## src/rtl/mmu_client_arbiter_pkg.sv

```systemverilog
// mmu_client_arbiter_pkg: shared mmu_top field widths and response FSM encodings.
package mmu_client_arbiter_pkg;
    localparam int REQ_ID_WIDTH        = 13;
    localparam int REQ_SIZE_TYPE_WIDTH = 8;
    localparam int ALL_PAGE_IDX_WIDTH  = 12;
    localparam int FAIL_REASON_WIDTH   = 3;
    typedef enum logic [1:0] {
        R_IDLE = 2'd0,
        R_WAIT = 2'd1,
        R_HOLD = 2'd2
    } rsp_state_e;
endpackage

```

## src/rtl/mmu_rsp_router.sv

```systemverilog
// mmu_rsp_router: pops one mmu_top response FIFO and steers it by id tag to a client.
module mmu_rsp_router
    import mmu_client_arbiter_pkg::*;
#(
    parameter int N     = 4,
    parameter int TAG_W = 2,
    parameter int PW    = 45
) (
    input  logic                clk,
    input  logic                rst_n,
    input  logic                i_not_empty,
    input  logic [PW-1:0]       i_data,
    input  logic [N-1:0]        i_ready,
    output logic                o_pop,
    output logic [N-1:0]        o_valid,
    output logic [PW-TAG_W-1:0] o_bus
);
    rsp_state_e          r_state, w_next;
    logic [TAG_W-1:0]    r_port;
    logic [PW-TAG_W-1:0] r_data;
    logic                w_pop;
    always_comb begin
        w_next = r_state;
        w_pop  = 1'b0;
        case (r_state)
            R_IDLE: begin
                w_pop  = i_not_empty;
                w_next = i_not_empty ? R_WAIT : R_IDLE;
            end
            R_WAIT: w_next = R_HOLD;
            R_HOLD:
                if (i_ready[r_port]) begin
                    w_pop  = i_not_empty;
                    w_next = i_not_empty ? R_WAIT : R_IDLE;
                end
            default: w_next = R_IDLE;
        endcase
    end
    assign o_pop   = rst_n & w_pop;
    assign o_valid = (r_state == R_HOLD) ? (N'(1) << r_port) : '0;
    assign o_bus   = r_data;
    // The id sits in the top bits, so its tag is the payload MSBs.
    always_ff @(posedge clk or negedge rst_n)
        if (!rst_n) begin
            r_state <= R_IDLE;
            r_port  <= '0;
            r_data  <= '0;
        end else begin
            r_state <= w_next;
            if (r_state == R_WAIT) {r_port, r_data} <= i_data;
        end
endmodule

```

## src/rtl/rr_arbiter.sv

```systemverilog
// rr_arbiter: round-robin one-hot grant starting at a rotating pointer.
module rr_arbiter #(
    parameter int N = 4,
    parameter int W = $clog2(N)
) (
    input  logic         clk,
    input  logic         rst_n,
    input  logic [N-1:0] i_req,
    input  logic         i_en,
    output logic [N-1:0] o_grant,
    output logic [W-1:0] o_idx,
    output logic         o_valid
);
    logic [W-1:0] r_ptr;
    logic [W-1:0] w_idx;
    // Descending scan so the requester closest to the pointer wins.
    always_comb begin
        w_idx = r_ptr;
        for (int i = N - 1; i >= 0; i--)
            if (i_req[r_ptr + W'(i)]) w_idx = r_ptr + W'(i);
    end
    assign o_valid = i_en & (|i_req);
    assign o_grant = o_valid ? (N'(1) << w_idx) : '0;
    assign o_idx   = w_idx;
    always_ff @(posedge clk or negedge rst_n)
        if (!rst_n) r_ptr <= '0;
        else if (o_valid) r_ptr <= w_idx + W'(1);
endmodule

```

## src/rtl/mmu_client_arbiter.sv

```systemverilog
// mmu_client_arbiter: shares one mmu_top between N_PORTS clients with tagged ids.
module mmu_client_arbiter
    import mmu_client_arbiter_pkg::*;
#(
    parameter int N_PORTS = 4,
    parameter int TAG_W   = $clog2(N_PORTS),
    parameter int CID_W   = REQ_ID_WIDTH - TAG_W
) (
    input  logic                                    clk,
    input  logic                                    rst_n,
    input  logic [N_PORTS-1:0]                      i_cl_alloc_valid,
    output logic [N_PORTS-1:0]                      o_cl_alloc_ready,
    input  logic [N_PORTS*CID_W-1:0]                i_cl_alloc_id,
    input  logic [N_PORTS*REQ_SIZE_TYPE_WIDTH-1:0]  i_cl_alloc_cnt,
    input  logic [N_PORTS-1:0]                      i_cl_free_valid,
    output logic [N_PORTS-1:0]                      o_cl_free_ready,
    input  logic [N_PORTS*CID_W-1:0]                i_cl_free_id,
    input  logic [N_PORTS*REQ_SIZE_TYPE_WIDTH-1:0]  i_cl_free_cnt,
    input  logic [N_PORTS*ALL_PAGE_IDX_WIDTH-1:0]   i_cl_free_idx,
    output logic [N_PORTS-1:0]                      o_cl_alloc_rsp_valid,
    input  logic [N_PORTS-1:0]                      i_cl_alloc_rsp_ready,
    output logic [CID_W+ALL_PAGE_IDX_WIDTH+1+FAIL_REASON_WIDTH+2*REQ_SIZE_TYPE_WIDTH-1:0] o_cl_alloc_rsp_bus,
    output logic [N_PORTS-1:0]                      o_cl_free_rsp_valid,
    input  logic [N_PORTS-1:0]                      i_cl_free_rsp_ready,
    output logic [CID_W+1+FAIL_REASON_WIDTH+2*REQ_SIZE_TYPE_WIDTH-1:0] o_cl_free_rsp_bus,
    output logic                                    o_m_alloc_req_submit,
    output logic [REQ_ID_WIDTH-1:0]                 o_m_alloc_req_id,
    output logic [REQ_SIZE_TYPE_WIDTH-1:0]          o_m_alloc_req_cnt,
    input  logic                                    i_m_alloc_req_fifo_full,
    output logic                                    o_m_alloc_rsp_pop,
    input  logic                                    i_m_alloc_rsp_fifo_not_empty,
    input  logic [REQ_ID_WIDTH-1:0]                 i_m_alloc_rsp_id,
    input  logic [ALL_PAGE_IDX_WIDTH-1:0]           i_m_alloc_rsp_page_idx,
    input  logic                                    i_m_alloc_rsp_fail,
    input  logic [FAIL_REASON_WIDTH-1:0]            i_m_alloc_rsp_reason,
    input  logic [REQ_SIZE_TYPE_WIDTH-1:0]          i_m_alloc_rsp_origin,
    input  logic [REQ_SIZE_TYPE_WIDTH-1:0]          i_m_alloc_rsp_actual,
    output logic                                    o_m_free_req_submit,
    output logic [REQ_ID_WIDTH-1:0]                 o_m_free_req_id,
    output logic [REQ_SIZE_TYPE_WIDTH-1:0]          o_m_free_req_cnt,
    output logic [ALL_PAGE_IDX_WIDTH-1:0]           o_m_free_req_idx,
    input  logic                                    i_m_free_req_fifo_full,
    output logic                                    o_m_free_rsp_pop,
    input  logic                                    i_m_free_rsp_fifo_not_empty,
    input  logic [REQ_ID_WIDTH-1:0]                 i_m_free_rsp_id,
    input  logic                                    i_m_free_rsp_fail,
    input  logic [FAIL_REASON_WIDTH-1:0]            i_m_free_rsp_reason,
    input  logic [REQ_SIZE_TYPE_WIDTH-1:0]          i_m_free_rsp_origin,
    input  logic [REQ_SIZE_TYPE_WIDTH-1:0]          i_m_free_rsp_actual
);
    localparam int AR_W = REQ_ID_WIDTH + ALL_PAGE_IDX_WIDTH + 1 + FAIL_REASON_WIDTH + 2*REQ_SIZE_TYPE_WIDTH;
    localparam int FR_W = REQ_ID_WIDTH + 1 + FAIL_REASON_WIDTH + 2*REQ_SIZE_TYPE_WIDTH;

    logic [CID_W-1:0]               w_a_cid [N_PORTS];
    logic [REQ_SIZE_TYPE_WIDTH-1:0] w_a_cnt [N_PORTS];
    logic [CID_W-1:0]               w_f_cid [N_PORTS];
    logic [REQ_SIZE_TYPE_WIDTH-1:0] w_f_cnt [N_PORTS];
    logic [ALL_PAGE_IDX_WIDTH-1:0]  w_f_idx [N_PORTS];
    logic [TAG_W-1:0]               w_a_idx, w_f_idx_sel;

    genvar g;
    for (g = 0; g < N_PORTS; g++) begin : g_unpack
        assign w_a_cid[g] = i_cl_alloc_id[g*CID_W +: CID_W];
        assign w_a_cnt[g] = i_cl_alloc_cnt[g*REQ_SIZE_TYPE_WIDTH +: REQ_SIZE_TYPE_WIDTH];
        assign w_f_cid[g] = i_cl_free_id[g*CID_W +: CID_W];
        assign w_f_cnt[g] = i_cl_free_cnt[g*REQ_SIZE_TYPE_WIDTH +: REQ_SIZE_TYPE_WIDTH];
        assign w_f_idx[g] = i_cl_free_idx[g*ALL_PAGE_IDX_WIDTH +: ALL_PAGE_IDX_WIDTH];
    end

    // Full is registered in mmu_top, so gating on it alone cannot overflow.
    rr_arbiter #(.N(N_PORTS), .W(TAG_W)) u_alloc_arb (
        .clk     (clk),
        .rst_n   (rst_n),
        .i_req   (i_cl_alloc_valid),
        .i_en    (rst_n & ~i_m_alloc_req_fifo_full),
        .o_grant (o_cl_alloc_ready),
        .o_idx   (w_a_idx),
        .o_valid (o_m_alloc_req_submit)
    );

    rr_arbiter #(.N(N_PORTS), .W(TAG_W)) u_free_arb (
        .clk     (clk),
        .rst_n   (rst_n),
        .i_req   (i_cl_free_valid),
        .i_en    (rst_n & ~i_m_free_req_fifo_full),
        .o_grant (o_cl_free_ready),
        .o_idx   (w_f_idx_sel),
        .o_valid (o_m_free_req_submit)
    );

    assign o_m_alloc_req_id  = o_m_alloc_req_submit ? {w_a_idx, w_a_cid[w_a_idx]} : '0;
    assign o_m_alloc_req_cnt = o_m_alloc_req_submit ? w_a_cnt[w_a_idx] : '0;
    assign o_m_free_req_id   = o_m_free_req_submit ? {w_f_idx_sel, w_f_cid[w_f_idx_sel]} : '0;
    assign o_m_free_req_cnt  = o_m_free_req_submit ? w_f_cnt[w_f_idx_sel] : '0;
    assign o_m_free_req_idx  = o_m_free_req_submit ? w_f_idx[w_f_idx_sel] : '0;

    mmu_rsp_router #(.N(N_PORTS), .TAG_W(TAG_W), .PW(AR_W)) u_alloc_rsp (
        .clk         (clk),
        .rst_n       (rst_n),
        .i_not_empty (i_m_alloc_rsp_fifo_not_empty),
        .i_data      ({i_m_alloc_rsp_id, i_m_alloc_rsp_page_idx, i_m_alloc_rsp_fail,
                       i_m_alloc_rsp_reason, i_m_alloc_rsp_origin, i_m_alloc_rsp_actual}),
        .i_ready     (i_cl_alloc_rsp_ready),
        .o_pop       (o_m_alloc_rsp_pop),
        .o_valid     (o_cl_alloc_rsp_valid),
        .o_bus       (o_cl_alloc_rsp_bus)
    );

    mmu_rsp_router #(.N(N_PORTS), .TAG_W(TAG_W), .PW(FR_W)) u_free_rsp (
        .clk         (clk),
        .rst_n       (rst_n),
        .i_not_empty (i_m_free_rsp_fifo_not_empty),
        .i_data      ({i_m_free_rsp_id, i_m_free_rsp_fail, i_m_free_rsp_reason,
                       i_m_free_rsp_origin, i_m_free_rsp_actual}),
        .i_ready     (i_cl_free_rsp_ready),
        .o_pop       (o_m_free_rsp_pop),
        .o_valid     (o_cl_free_rsp_valid),
        .o_bus       (o_cl_free_rsp_bus)
    );
endmodule
```

## config.mk

```make
export PLATFORM = sky130hd
export DESIGN_NAME = mmu_client_arbiter
export DESIGN_NICKNAME = d
export VERILOG_FILES = /design/src/rtl/mmu_client_arbiter_pkg.sv /design/src/rtl/mmu_rsp_router.sv /design/src/rtl/rr_arbiter.sv /design/src/rtl/mmu_client_arbiter.sv
export SDC_FILE = /design/constraint.sdc
export NUM_CORES = 1
export LEC_CHECK = 0
export ABC_AREA = 1
export BUFFER_PORTS_ARGS = -buffer_cell sky130_fd_sc_hd__buf_2
export CORE_AREA = 2 2 175 177
export CTS_CLUSTER_DIAMETER = 60
export DETAILED_ROUTE_END_ITERATION = 12
export DIE_AREA = 0 0 177 179
export PLACE_DENSITY = 0.54
export REMOVE_ABC_BUFFERS = 1
export SKIP_LAST_GASP = 1
export SLEW_MARGIN = 10
export SYNTH_ARGS = -nofsm -noshare
export SYNTH_HDL_FRONTEND = slang
export SYNTH_HIERARCHICAL = 1
export SYNTH_SLANG_ARGS = --single-unit
```

## constraint.sdc

```tcl
create_clock -name clk -period 4 [get_ports clk]
set_input_delay 0.4 -clock clk [delete_from_list [all_inputs] [get_ports clk]]
set_output_delay 0.4 -clock clk [all_outputs]
set_load 0.03 [all_outputs]
```

---- Word-level counts from Yosys, hierarchy flattened ----
Index checks and enable logic that the tools add are counted.
storage, ports and cells
  register bits after elaboration ......... 86
  latch bits .............................. 0
  RAM bits ................................ 0
  bits in read-only memories .............. 0
  input bits .............................. 300
  output and inout port bits .............. 148
  logic and storage cells ................. 114
  memories kept ........................... 0
cells by class
  $add $sub $neg .......................... 8
  multipliers ............................. 0
  div/mod/pow operators ................... 0
  $lt $le $gt $ge ......................... 12
  equality and inequality tests ........... 6
  shift operators ......................... 4
  muxes and demuxes ....................... 62
  bitwise operators ....................... 10
  reductions and logical operators ........ 4
operator list
  kind                                                 number
  2-to-1 mux 8 bit                                     6
  binary-select mux 11 bit (select 2 bit)              2
  2-to-1 mux 11 bit                                    4
  2-to-1 mux 12 bit                                    3
  binary-select mux 8 bit (select 2 bit)               2
  < comparator 2 x 3 -> 1 bit, second input constant   10
  2-to-1 mux 13 bit                                    2
  binary-select mux 12 bit (select 2 bit)              1
  binary-select mux 1 bit (select 2 bit)               10
  2-to-1 mux 2 bit                                     10
  2-to-1 mux 4 bit                                     4
  left shift 1 x 2 -> 4 bit, first input constant      4
  2-to-1 mux 1 bit                                     14
  one-hot mux 2 bit (3 select lines)                   2
  adder 2 x 1 -> 2 bit, second input constant          4
  adder 2 bit, second input constant                   4
  OR reduction 4 bit                                   2
  bitwise AND 1 bit                                    6
  >= comparator 3 bit, second input constant           2
  NOT 2 -> 3 bit                                       2
  equality test 2 x 1 -> 1 bit, second input constant  2
  equality test 2 bit, second input constant           2
  logical NOT 2 bit                                    2
  != test 2 x 1 -> 1 bit, second input constant        2
  2 further kinds                                      4

---- Longest topological paths before layout ----
Gate-level depths: netlist of run 1.
  word-level depth ........................ 12
  depth in mapped cells ................... 17
  depth with buffers taken out ............ 14

---- By module ----
Netlist of run 1, hierarchy kept.
by module, submodules not included
  module                        times used  cells an instance  area each (sq um)
  mmu_client_arbiter            1           602                2,499.9
  mmu_rsp_router (u_alloc_rsp)  1           125                1,881.8
  mmu_rsp_router (u_free_rsp)   1           99                 1,481.4
  rr_arbiter                    2           69                 399.1

---- Least setup slack after synthesis of run 1 ----
No wires, ideal clock.
  path type ............................... reg2out
  from .................................... register u_free_arb.r_ptr[0]
  to ...................................... output o_m_free_req_cnt[0]
  arrival time ............................ 2.078 ns
  slack ................................... 1.522 ns
  cell stages (with the launch flop) ...... 17
  path buffers ............................ 3
  path through ............................ dfrtp_1 -> buf_6 -> inv_8 -> nand2_1 -> nand2_2 -> nand2_1 -> nand2_1 -> inv_2 -> nand2_2 -> nand3_2 -> nand2_4 -> buf_4 -> inv_2 -> buf_2 -> nand2_1 -> nand3_1 -> a21oi_1
on the way
  word-level cells in the longest chain between the ends .. 12
RTL lines
  element                                                RTL line                  RTL
  from (decl)                                            rr_arbiter.sv:14          logic [W-1:0] r_ptr;
  from (signal assigned)                                 rr_arbiter.sv:27          else if (o_valid) r_ptr <= w_idx + W'(1);
  adder 2 bit                                            rr_arbiter.sv:20          if (i_req[r_ptr + W'(i)]) w_idx = r_ptr + W'(i);
  binary-select mux 1 bit (select 2 bit)                 rr_arbiter.sv:20
  2-to-1 mux 1 bit (not written as such)                 rr_arbiter.sv:20
  2-to-1 mux 2 bit (3 in a row)                          rr_arbiter.sv:20
  2-to-1 mux 2 bit *                                     rr_arbiter.sv:20
  named net w_f_idx_sel[0]                               mmu_client_arbiter.sv:59  logic [TAG_W-1:0] w_a_idx, w_f_idx_sel;
  NOT 2 -> 3 bit (not written as such) *                 mmu_client_arbiter.sv:94  assign o_m_free_req_cnt = o_m_free_req_submit ? w_f_cnt[w_f_idx_sel] : '0;
  binary-select mux 8 bit (select 2 bit) *               mmu_client_arbiter.sv:94
  2-to-1 mux 8 bit (not written as such) * (2 in a row)  mmu_client_arbiter.sv:94
  2-to-1 mux 8 bit *                                     mmu_client_arbiter.sv:94
  to (decl)                                              mmu_client_arbiter.sv:40  output logic [REQ_SIZE_TYPE_WIDTH-1:0] o_m_free_req_cnt,
The timed path passes the listed nets; every way through them passes the cells marked *. The select of a mux whose other input is x is not followed.

---- Worst setup path after layout of run 1 ----
  from .................................... register u_free_arb.r_ptr[0]
  to ...................................... output o_m_free_req_id[4]
on the way
  word-level cells in the longest chain between the ends .. 12
RTL lines
  element                                                 RTL line                  RTL
  adder 2 bit                                             rr_arbiter.sv:20
  binary-select mux 1 bit (select 2 bit)                  rr_arbiter.sv:20
  2-to-1 mux 1 bit (not written as such)                  rr_arbiter.sv:20
  2-to-1 mux 2 bit (3 in a row)                           rr_arbiter.sv:20
  2-to-1 mux 2 bit *                                      rr_arbiter.sv:20
  named net w_f_idx_sel[0]                                mmu_client_arbiter.sv:59
  NOT 2 -> 3 bit (not written as such) *                  mmu_client_arbiter.sv:93  assign o_m_free_req_id = o_m_free_req_submit ? {w_f_idx_sel, w_f_cid[w_f_idx_sel]} : '0;
  binary-select mux 11 bit (select 2 bit) *               mmu_client_arbiter.sv:93
  2-to-1 mux 11 bit (not written as such) * (2 in a row)  mmu_client_arbiter.sv:93
  2-to-1 mux 13 bit *                                     mmu_client_arbiter.sv:93
  to (decl)                                               mmu_client_arbiter.sv:39  output logic [REQ_ID_WIDTH-1:0] o_m_free_req_id,
Marked as above.

==> summary.txt, run 1 <==
Power
  • Switching Fraction: 0.557
  • Lkg Pwr: 5.97 nW
  • Pwr dens: 902 mW/mm²
  • Int Pwr: roughly 3.8 mW
  • Max VDD drop: between 400 and 500 µV
  • Psw: roughly 4.8 mW
  • Register share of total power: 0.188
  • Clock share of power: 0.101
  • Combinational group share of total power: 0.710

Setup path
  • CP arrival: 3190 ps
  • CP Capture Type: output port
  • Crit-path max FO: 34
  • Crit path cell chain: nand2_1 > nand3_1 > nand2_1 > inv_1 > nand2_1 > nand2_2 > nand2_2 > nand2_4 > nand2_4 > inv_2 > buf_4 > nand2_1 > nand3_1 > a21oi_1 > buf_2
  • CP Launch Type: register
  • Cell with the most instances on the worst path: nand2_1
  • Crit path kind: reg -> out
  • Worst-path cell with the longest stage delay: dfrtp_1
  • Critical Path RT: 3600 ps
  • CP peak stage delay: 620 ps

Clock network
  • Post-CTS sizing: 0
  • H-tree depth: 3
  • Clock Path Buffers: 2
  • Clk sinks: 86
  • Number of CTS-inserted buffers: 9
  • Clk slew on worst S/H paths: around 70 ps
  • CTS tree: done
  • Worst skew pair latency: ~340 ps
  • Root buffer cell: clkbuf_16

GRT
  • First-pass GRT wire length: ~37000 µm
  • Total Routing Usage GR: 0.149
  • Pin count of the biggest net entering global routing: 45
  • Vias in the first global route: 7052
  • GR Overflow Total: 0
  • Initial antenna violation count: 0

STA
  • Period utilisation layout: 0.898
  • Fin Hold WS: 281 ps
  • RSZ-0062 raised after global routing: no
  • Least-Margin Pin Slew: 724 ps
  • Fmax: 0.278 GHz
  • Setup TNS: 0 ps
  • Hold Vio Cnt, Final: 0
  • Final min period: 3590 ps
  • Max-slew headroom: 0.515
  • Setup Viol. Count Final: 0
  • Final setup skew: 5.80 ps
  • Final Slew Violations: 0

Synthesis
  • Post-synthesis mux area share: 0.148
  • Adder-cell share of the synthesized area: 0
  • Cell variety after synth: 24
  • Synth Area in Simple Gates: 0.298
  • Sequential fraction of the synthesis area: 0.323
  • Main combinational cell family by area after synthesis: simple AND/OR/NAND/NOR gates
  • Compound-Gate Fraction of Synth Area: 0.0443
  • Synthesis Warnings: 6
  • Yosys reg bits: 86
  • Gate Count Post-Synth: 964
  • Syn Area/Cell: between 6 and 7 µm²
  • Synth Cell Area: 0.00666 mm²
  • Post-Synth XOR/XNOR Area: 0

Final layout
  • Area Overhead vs Synth: 42.5%
  • Most frequent cells in the layout: 446 x buf_2, 268 x nand2_1, 183 x inv_1, 116 x nand3_1, 86 x dfrtp_1
  • Most common cell after layout, fill and taps aside: buf_2
  • Share of post-route cells with drive strength above 1: 0.463
  • Fin nets: 1686

Placement
  • DP HPWL: approximately 21000 µm
  • Port bufs: 447
  • RD Place Congestion: between 0.8 and 0.9

Run
  • Max cap viols: 0

Routing
  • Final wirelength: 25800 µm
  • Initial DRC count: 323
  • Via density: 4.19
  • Detailed Routing Iterations Pass 1: 5
  • Post-route ant nets: 0
  • Via count: approximately 7500
  • Avg WL per Cell: 14.4 µm
  • Residual DRC: 0

Floorplan
  • Die ar.: 0.0317 mm²
  • IO Pins: 448
  • Initial Util: 0.222
  • Die Ht: around 180 µm
  • Die Width: 177 µm
  • CORE AREA: 0.0300 mm²
  • Row count: 64

Hold path
  • HP Class: in -> reg

Outcome
  • Status: completed
## registers in the layout, indices dropped and copies added, names as in the netlist
| register | cells |
|---|---|
| u_alloc_rsp/o_bus | 43 |
| u_free_rsp/o_bus | 31 |
| u_alloc_arb/r_ptr | 2 |
| u_alloc_rsp/r_port | 2 |
| u_alloc_rsp/r_state | 2 |
| u_free_arb/r_ptr | 2 |
| u_free_rsp/r_port | 2 |
| u_free_rsp/r_state | 2 |
## synthesized netlist by cell type
library cell    n  share of area
mux2_4         40          0.090
nand2_4         5         0.0085
buf_2          23          0.017
inv_2          59          0.033
clkbuf_1        7         0.0039
inv_1         183           0.10
nor3_1          8         0.0060
nor2_1         16         0.0090
dfrtp_1        86           0.32
inv_8           2         0.0034
nand3_1       116          0.087
buf_1           2         0.0011
clkinv_1        9         0.0051
o21ai_0         2         0.0015
buf_4           3         0.0034
buf_6          10          0.017
mux2_2         34          0.057
or2_2           2         0.0019
a21oi_1        54          0.041
nand2_2        24          0.023
nand4_1         2         0.0019
nand2_1       269           0.15
nand3_2         6         0.0090
o21a_1          2         0.0023
## layout make-up
type                    instances  area [µm²]
flip-flops and latches         86        2150
repair buffers                456        2310
fillers                      3347       20500
well taps                     396         495
inverters                     253         965
multi-input cells             580        3260
clock buffers                   9         225
diodes                          1        2.50
clock inverters                 7        77.6
## per-stage QoR
step | cells | cell area, µm² | total power, mW | util | worst slack, ps
3_3_place_gp | 1770 | 9180 | 7.67 | 0.306 | 851
6_report | 1788 | 9490 | 8.56 | 0.316 | 409
5_1_grt | 1787 | 9490 | 9.23 | 0.316 | 101
4_1_cts | 1787 | 9490 | 8.64 | 0.316 | 435
2_1_floorplan | 919 | 6380 | 5.92 | - | 965
3_5_place_dp | 1770 | 9180 | 7.72 | 0.306 | 820
## critical path, delay by kind of cell (launching register included)
family	cells	cell delay, ps
buf+inv	4	1140
simple gates	10	950
flops	1	620
compound gates	1	90
## cell families (layout without fill, tap and decap cells)
group | after synthesis | in the layout
other | 0 | 1
AO/OA/AOI/OAI | 58 | 58
AND/OR/NAND/NOR | 448 | 448
flip-flops | 86 | 86
buffers and inverters | 298 | 725
multiplexers | 74 | 74
## power groups by stage
stage                     Clock, mW  Combinational [mW]  Sequential [mW]
final                         0.869                6.08             1.61
after CTS                     0.905                6.11             1.62
after global placement            0                6.06             1.61
after detailed placement          0                6.10             1.61
after global routing          0.937                6.62             1.67
after floorplan                   0                3.57             2.35
## routing by layer
metal | track usage | part of all wire | vias up
met4 | 0.0344 | 0.013 | 0
met2 | 0.266 | 0.50 | 318
met1 | 0.177 | 0.40 | 3430
met5 | 0 | 0 | -
met3 | 0.0411 | 0.087 | 22
li1 | - | - | 3720
## final timing paths
| check | slack [ps] | endpoint | from | cells past startpoint |
|---|---|---|---|---|
| min in group asynchronous | 520 | u_free_rsp/r_state[1]$_DFFE_PN0P_ | rst_n | 2 |
| max in group asynchronous | 2220 | u_alloc_rsp/o_bus[12]$_DFFE_PN0N_ | rst_n | 4 |
| worst max register to register | 1550 | u_free_arb/r_ptr[1]$_DFFE_PN0P_ | u_free_arb/r_ptr[0]$_DFFE_PN0P_ | 13 |
| worst max-delay path | 410 | o_m_free_req_id[4] | u_free_arb/r_ptr[0]$_DFFE_PN0P_ | 15 |
| worst min-delay path | 280 | u_free_rsp/o_bus[27]$_DFFE_PN0N_ | i_m_free_rsp_id[7] | 2 |
| worst min register to register | 500 | u_free_rsp/o_bus[24]$_DFFE_PN0N_ | u_free_rsp/o_bus[24]$_DFFE_PN0N_ | 1 |
## what timing repair did
item                                    4_1_cts  5_1_grt
endpoints found under the setup margin        0        0
endpoints found under the hold margin        22        0
hold buffers                                  1        0
setup buffers                                 0        0
(Power assumes the default switching activity.)
==> run 2, diff against run 1 <==
--- a/config.mk
+++ b/config.mk
@@ -5,13 +5,13 @@
 export SDC_FILE = /design/constraint.sdc
 export NUM_CORES = 1
 export LEC_CHECK = 0
-export ABC_AREA = 1
 export BUFFER_PORTS_ARGS = -buffer_cell sky130_fd_sc_hd__buf_2
-export CORE_AREA = 2 2 175 177
+export CORE_AREA = 2 2 174 176
 export CTS_CLUSTER_DIAMETER = 60
+export CTS_CLUSTER_SIZE = 12
 export DETAILED_ROUTE_END_ITERATION = 12
-export DIE_AREA = 0 0 177 179
-export PLACE_DENSITY = 0.54
+export DIE_AREA = 0 0 176 178
+export PLACE_DENSITY = 0.5
 export REMOVE_ABC_BUFFERS = 1
 export SKIP_LAST_GASP = 1
 export SLEW_MARGIN = 10
==> run 2 against run 1 <==
Area after synthesis down 20%. Largest power group unchanged. Synthesized cell count down 54%. Power down 36%. Critical endpoint is now o_m_alloc_req_cnt[3]. Critical path type unchanged. Clock-buffer cell count unchanged.
==> summary.txt, run 2 <==
Placement
  • Placed cell area: 0.00784 mm² (was 0.00918 mm²)
  • Port bufs: 447 (unchanged)
  • Cell count after placement: 1251 (was 1770)
  • DP HPWL: 16800 µm (was 21000 µm)
  • RD Place Congestion: 0.889 (was 0.813)
  • Pre-CTS setup slack: 1100 ps (was 820 ps)

Routing
  • Avg WL per Cell: 16.4 µm (was 14.4 µm)
  • Initial DRC count: 256 (was 323)
  • Via count: 5245 (was 7490)
  • Detailed Routing Iterations Pass 1: 4 (was 5)
  • Final wirelength: 20800 µm (was 25800 µm)
  • Post-route ant nets: 0 (unchanged)
  • Via density: 4.14 (was 4.19)
  • Residual DRC: 0 (unchanged)

Setup path
  • CP Launch Type: register (unchanged)
  • Crit-path max FO: 26 (was 34)
  • Worst reg2reg setup slack: 2080 ps (was 1550 ps)
  • Critical Path RT: 3600 ps (about the same)
  • Cell depth of the worst flop-to-flop path: 3 (was 13)
  • CP arrival: 2740 ps (was 3190 ps)
  • Crit path kind: reg -> out (unchanged)
  • CP Capture Type: output port (unchanged)

Final layout
  • Fin nets: 1172 (was 1686)
  • Share of post-route cells with drive strength above 1: 0.647 (was 0.463)
  • Max reg flops: 43 (unchanged)
  • Final Util: 0.278 (was 0.316)
  • Layout Cells excl Fill: 1268 (was 1788)
  • Most frequent cells in the layout: 446 x buf_2, 100 x mux2i_1, 86 x dfrtp_1, 78 x mux2_2, 52 x o22ai_1 (was 446 x buf_2, 268 x nand2_1, 183 x inv_1, 116 x nand3_1, 86 x dfrtp_1)
  • Most common cell after layout, fill and taps aside: buf_2 (unchanged)
  • Final Instance Area: 0.00817 mm² (was 0.00949 mm²)
  • Area Overhead vs Synth: 53.9% (was 42.5%)

GRT
  • Pin count of the biggest net entering global routing: 50 (was 45)
  • First-pass GRT wire length: 29300 µm (was 37100 µm)
  • GR Overflow Total: 0 (unchanged)
  • Total Routing Usage GR: 0.121 (was 0.149)
  • Initial antenna violation count: 2 (was 0)
  • Vias in the first global route: 5036 (was 7052)

Clock network
  • Post-CTS Setup Inserts: 0 (unchanged)
  • Clock Path Buffers: 2 (unchanged)
  • H-tree depth: 3 (unchanged)
  • Root buffer cell: clkbuf_16 (unchanged)
  • Clk slew on worst S/H paths: 70 ps (about the same)
  • Post-CTS sizing: 0 (unchanged)
  • CTS tree: done (unchanged)
  • Post-CTS Hold Fix Bufs: 0 (was 1)
  • Clk sinks: 86 (unchanged)
  • Number of CTS-inserted buffers: 9 (unchanged)
  • Worst skew pair latency: 350 ps (was 340 ps)

Synthesis
  • Top-area cell type share of the netlist area: 0.405 (was 0.323)
  • Yosys reg bits: 86 (unchanged)
  • Synth Cell Area: 0.00531 mm² (was 0.00666 mm²)
  • Sequential fraction of the synthesis area: 0.405 (was 0.323)
  • Cell variety after synth: 34 (was 24)
  • EDFF count, synth: 0 (unchanged)
  • Asr flop ratio synth: 1.00 (unchanged)
  • Syn Area/Cell: 12.1 µm² (was 6.91 µm²)
  • List of most frequent post-synthesis cells: 100 x mux2i_1, 86 x dfrtp_1, 78 x mux2_2, 52 x o22ai_1, 17 x buf_6 (was 269 x nand2_1, 183 x inv_1, 116 x nand3_1, 86 x dfrtp_1, 59 x inv_2)
  • Leading area contributor after synthesis: dfrtp_1 (unchanged)
  • Synthesis Warnings: 6 (unchanged)
  • Gate Count Post-Synth: 439 (was 964)
  • Primary FF master, synth: dfrtp_1 (unchanged)
  • Most frequent cell after synthesis: mux2i_1 (was nand2_1)
  • Largest cells by area after synthesis: dfrtp_1 41%, mux2i_1 19%, mux2_2 17%, o22ai_1 6.1%, buf_6 3.6% (was dfrtp_1 32%, nand2_1 15%, inv_1 10%, mux2_4 9.0%, nand3_1 8.7%)

Floorplan
  • Die ar.: 0.0313 mm² (was 0.0317 mm²)
  • Die Ht: 178 µm (was 179 µm)
  • CORE AREA: 0.0294 mm² (was 0.0300 mm²)
  • Initial Util: 0.181 (was 0.222)
  • Row count: 63 (was 64)
  • IO Pins: 448 (unchanged)
  • Die Width: 176 µm (was 177 µm)

STA
  • Final Slew Violations: 0 (unchanged)
  • Fmax: 0.318 GHz (was 0.278 GHz)
  • Final setup skew: 18.1 ps (was 5.80 ps)
  • Max-slew headroom: 0.344 (was 0.515)
  • Setup Viol. Count Final: 0 (unchanged)
  • Period utilisation layout: 0.785 (was 0.898)
  • Setup TNS: 0 ps (unchanged)
  • Final min period: 3140 ps (was 3590 ps)
  • Final WS setup: 859 ps (was 409 ps)
  • Hold Vio Cnt, Final: 0 (unchanged)
  • RSZ-0062 raised after global routing: no (unchanged)
  • Least-Margin Pin Slew: 984 ps (was 724 ps)
  • Fin Hold WS: 221 ps (was 281 ps)

Power
  • Max VDD drop: 394 µV (was 447 µV)
  • Pwr dens: 669 mW/mm² (was 902 mW/mm²)
  • Lkg Pwr: 4.36 nW (was 5.97 nW)
  • Total power: 5.46 mW (was 8.56 mW)

Outcome
  • Status: completed (unchanged)

Run
  • Max cap viols: 0 (unchanged)

Hold path
  • HP Class: in -> async (was in -> reg)
run 2: cell count changes in the layout (fill, tap and decap cells not counted), sizes merged, moves of 8 or more:
cell / change
nand3: -122
clkinv: -9
o21ai: +8
nor3b: +8
a21oi: -48
nor2: -10
inv: -239
nand2b: +8
o22ai: +52
nor2b: +10
mux2i: +100
nand2: -292
run 2: critical path: stages, from the launching register on:
cell      delay [ps]
dfrtp_1          490
nor3_1            80
a2111o_1         400
nand2_2          450
buf_12           280
mux2i_1          340
o22ai_1          130
buf_2            220
run 2: logic make-up (layout without fill, tap and decap cells):
| family | after synthesis | in the layout | share of synthesized area |
|---|---|---|---|
| buffers and inverters | 39 | 477 | 0.0601 |
| flip-flops | 86 | 86 | 0.405 |
| AND/OR/NAND/NOR | 52 | 52 | 0.0641 |
| AO/OA/AOI/OAI | 82 | 82 | 0.108 |
| other | 0 | 1 | 0 |
| multiplexers | 180 | 180 | 0.362 |
run 2: area by class of cell:
class | instances | area [µm²]
Antenna cell | 1 | 2.50
Clock buffer | 9 | 225
Clock inverter | 7 | 105
Fill cell | 3160 | 21200
Inverter | 6 | 22.5
Multi-Input combinational cell | 314 | 2850
Sequential cell | 86 | 2150
Tap cell | 390 | 488
Timing Repair Buffer | 455 | 2320
run 2: per-layer routing:
metal | share of wire | global-route usage
met1 | 0.42 | 0.158
met4 | 0.012 | 0.0317
met2 | 0.50 | 0.195
met5 | 0.00063 | 0
met3 | 0.073 | 0.0364
run 2: worst paths after layout:
path / from / endpoint
worst min register to register: u_alloc_rsp/o_bus[30]$_DFFE_PN0N_ / u_alloc_rsp/o_bus[30]$_DFFE_PN0N_
worst min-delay path: rst_n / u_free_rsp/o_bus[5]$_DFFE_PN0N_
worst max-delay path: u_alloc_arb/r_ptr[1]$_DFFE_PN0P_ / o_m_alloc_req_cnt[3]
min in group clk: i_m_alloc_rsp_actual[0] / u_alloc_rsp/o_bus[0]$_DFFE_PN0N_
worst max register to register: u_alloc_rsp/r_state[1]$_DFFE_PN0P_ / u_alloc_rsp/o_bus[8]$_DFFE_PN0N_
max in group asynchronous: rst_n / u_alloc_rsp/o_bus[16]$_DFFE_PN0N_
run 2: where the power goes:
group	total [mW]	internal [mW]	switching (mW)
combinational	2.97	1.14	1.83
sequential	1.54	1.30	0.241
clock	0.955	0.559	0.396
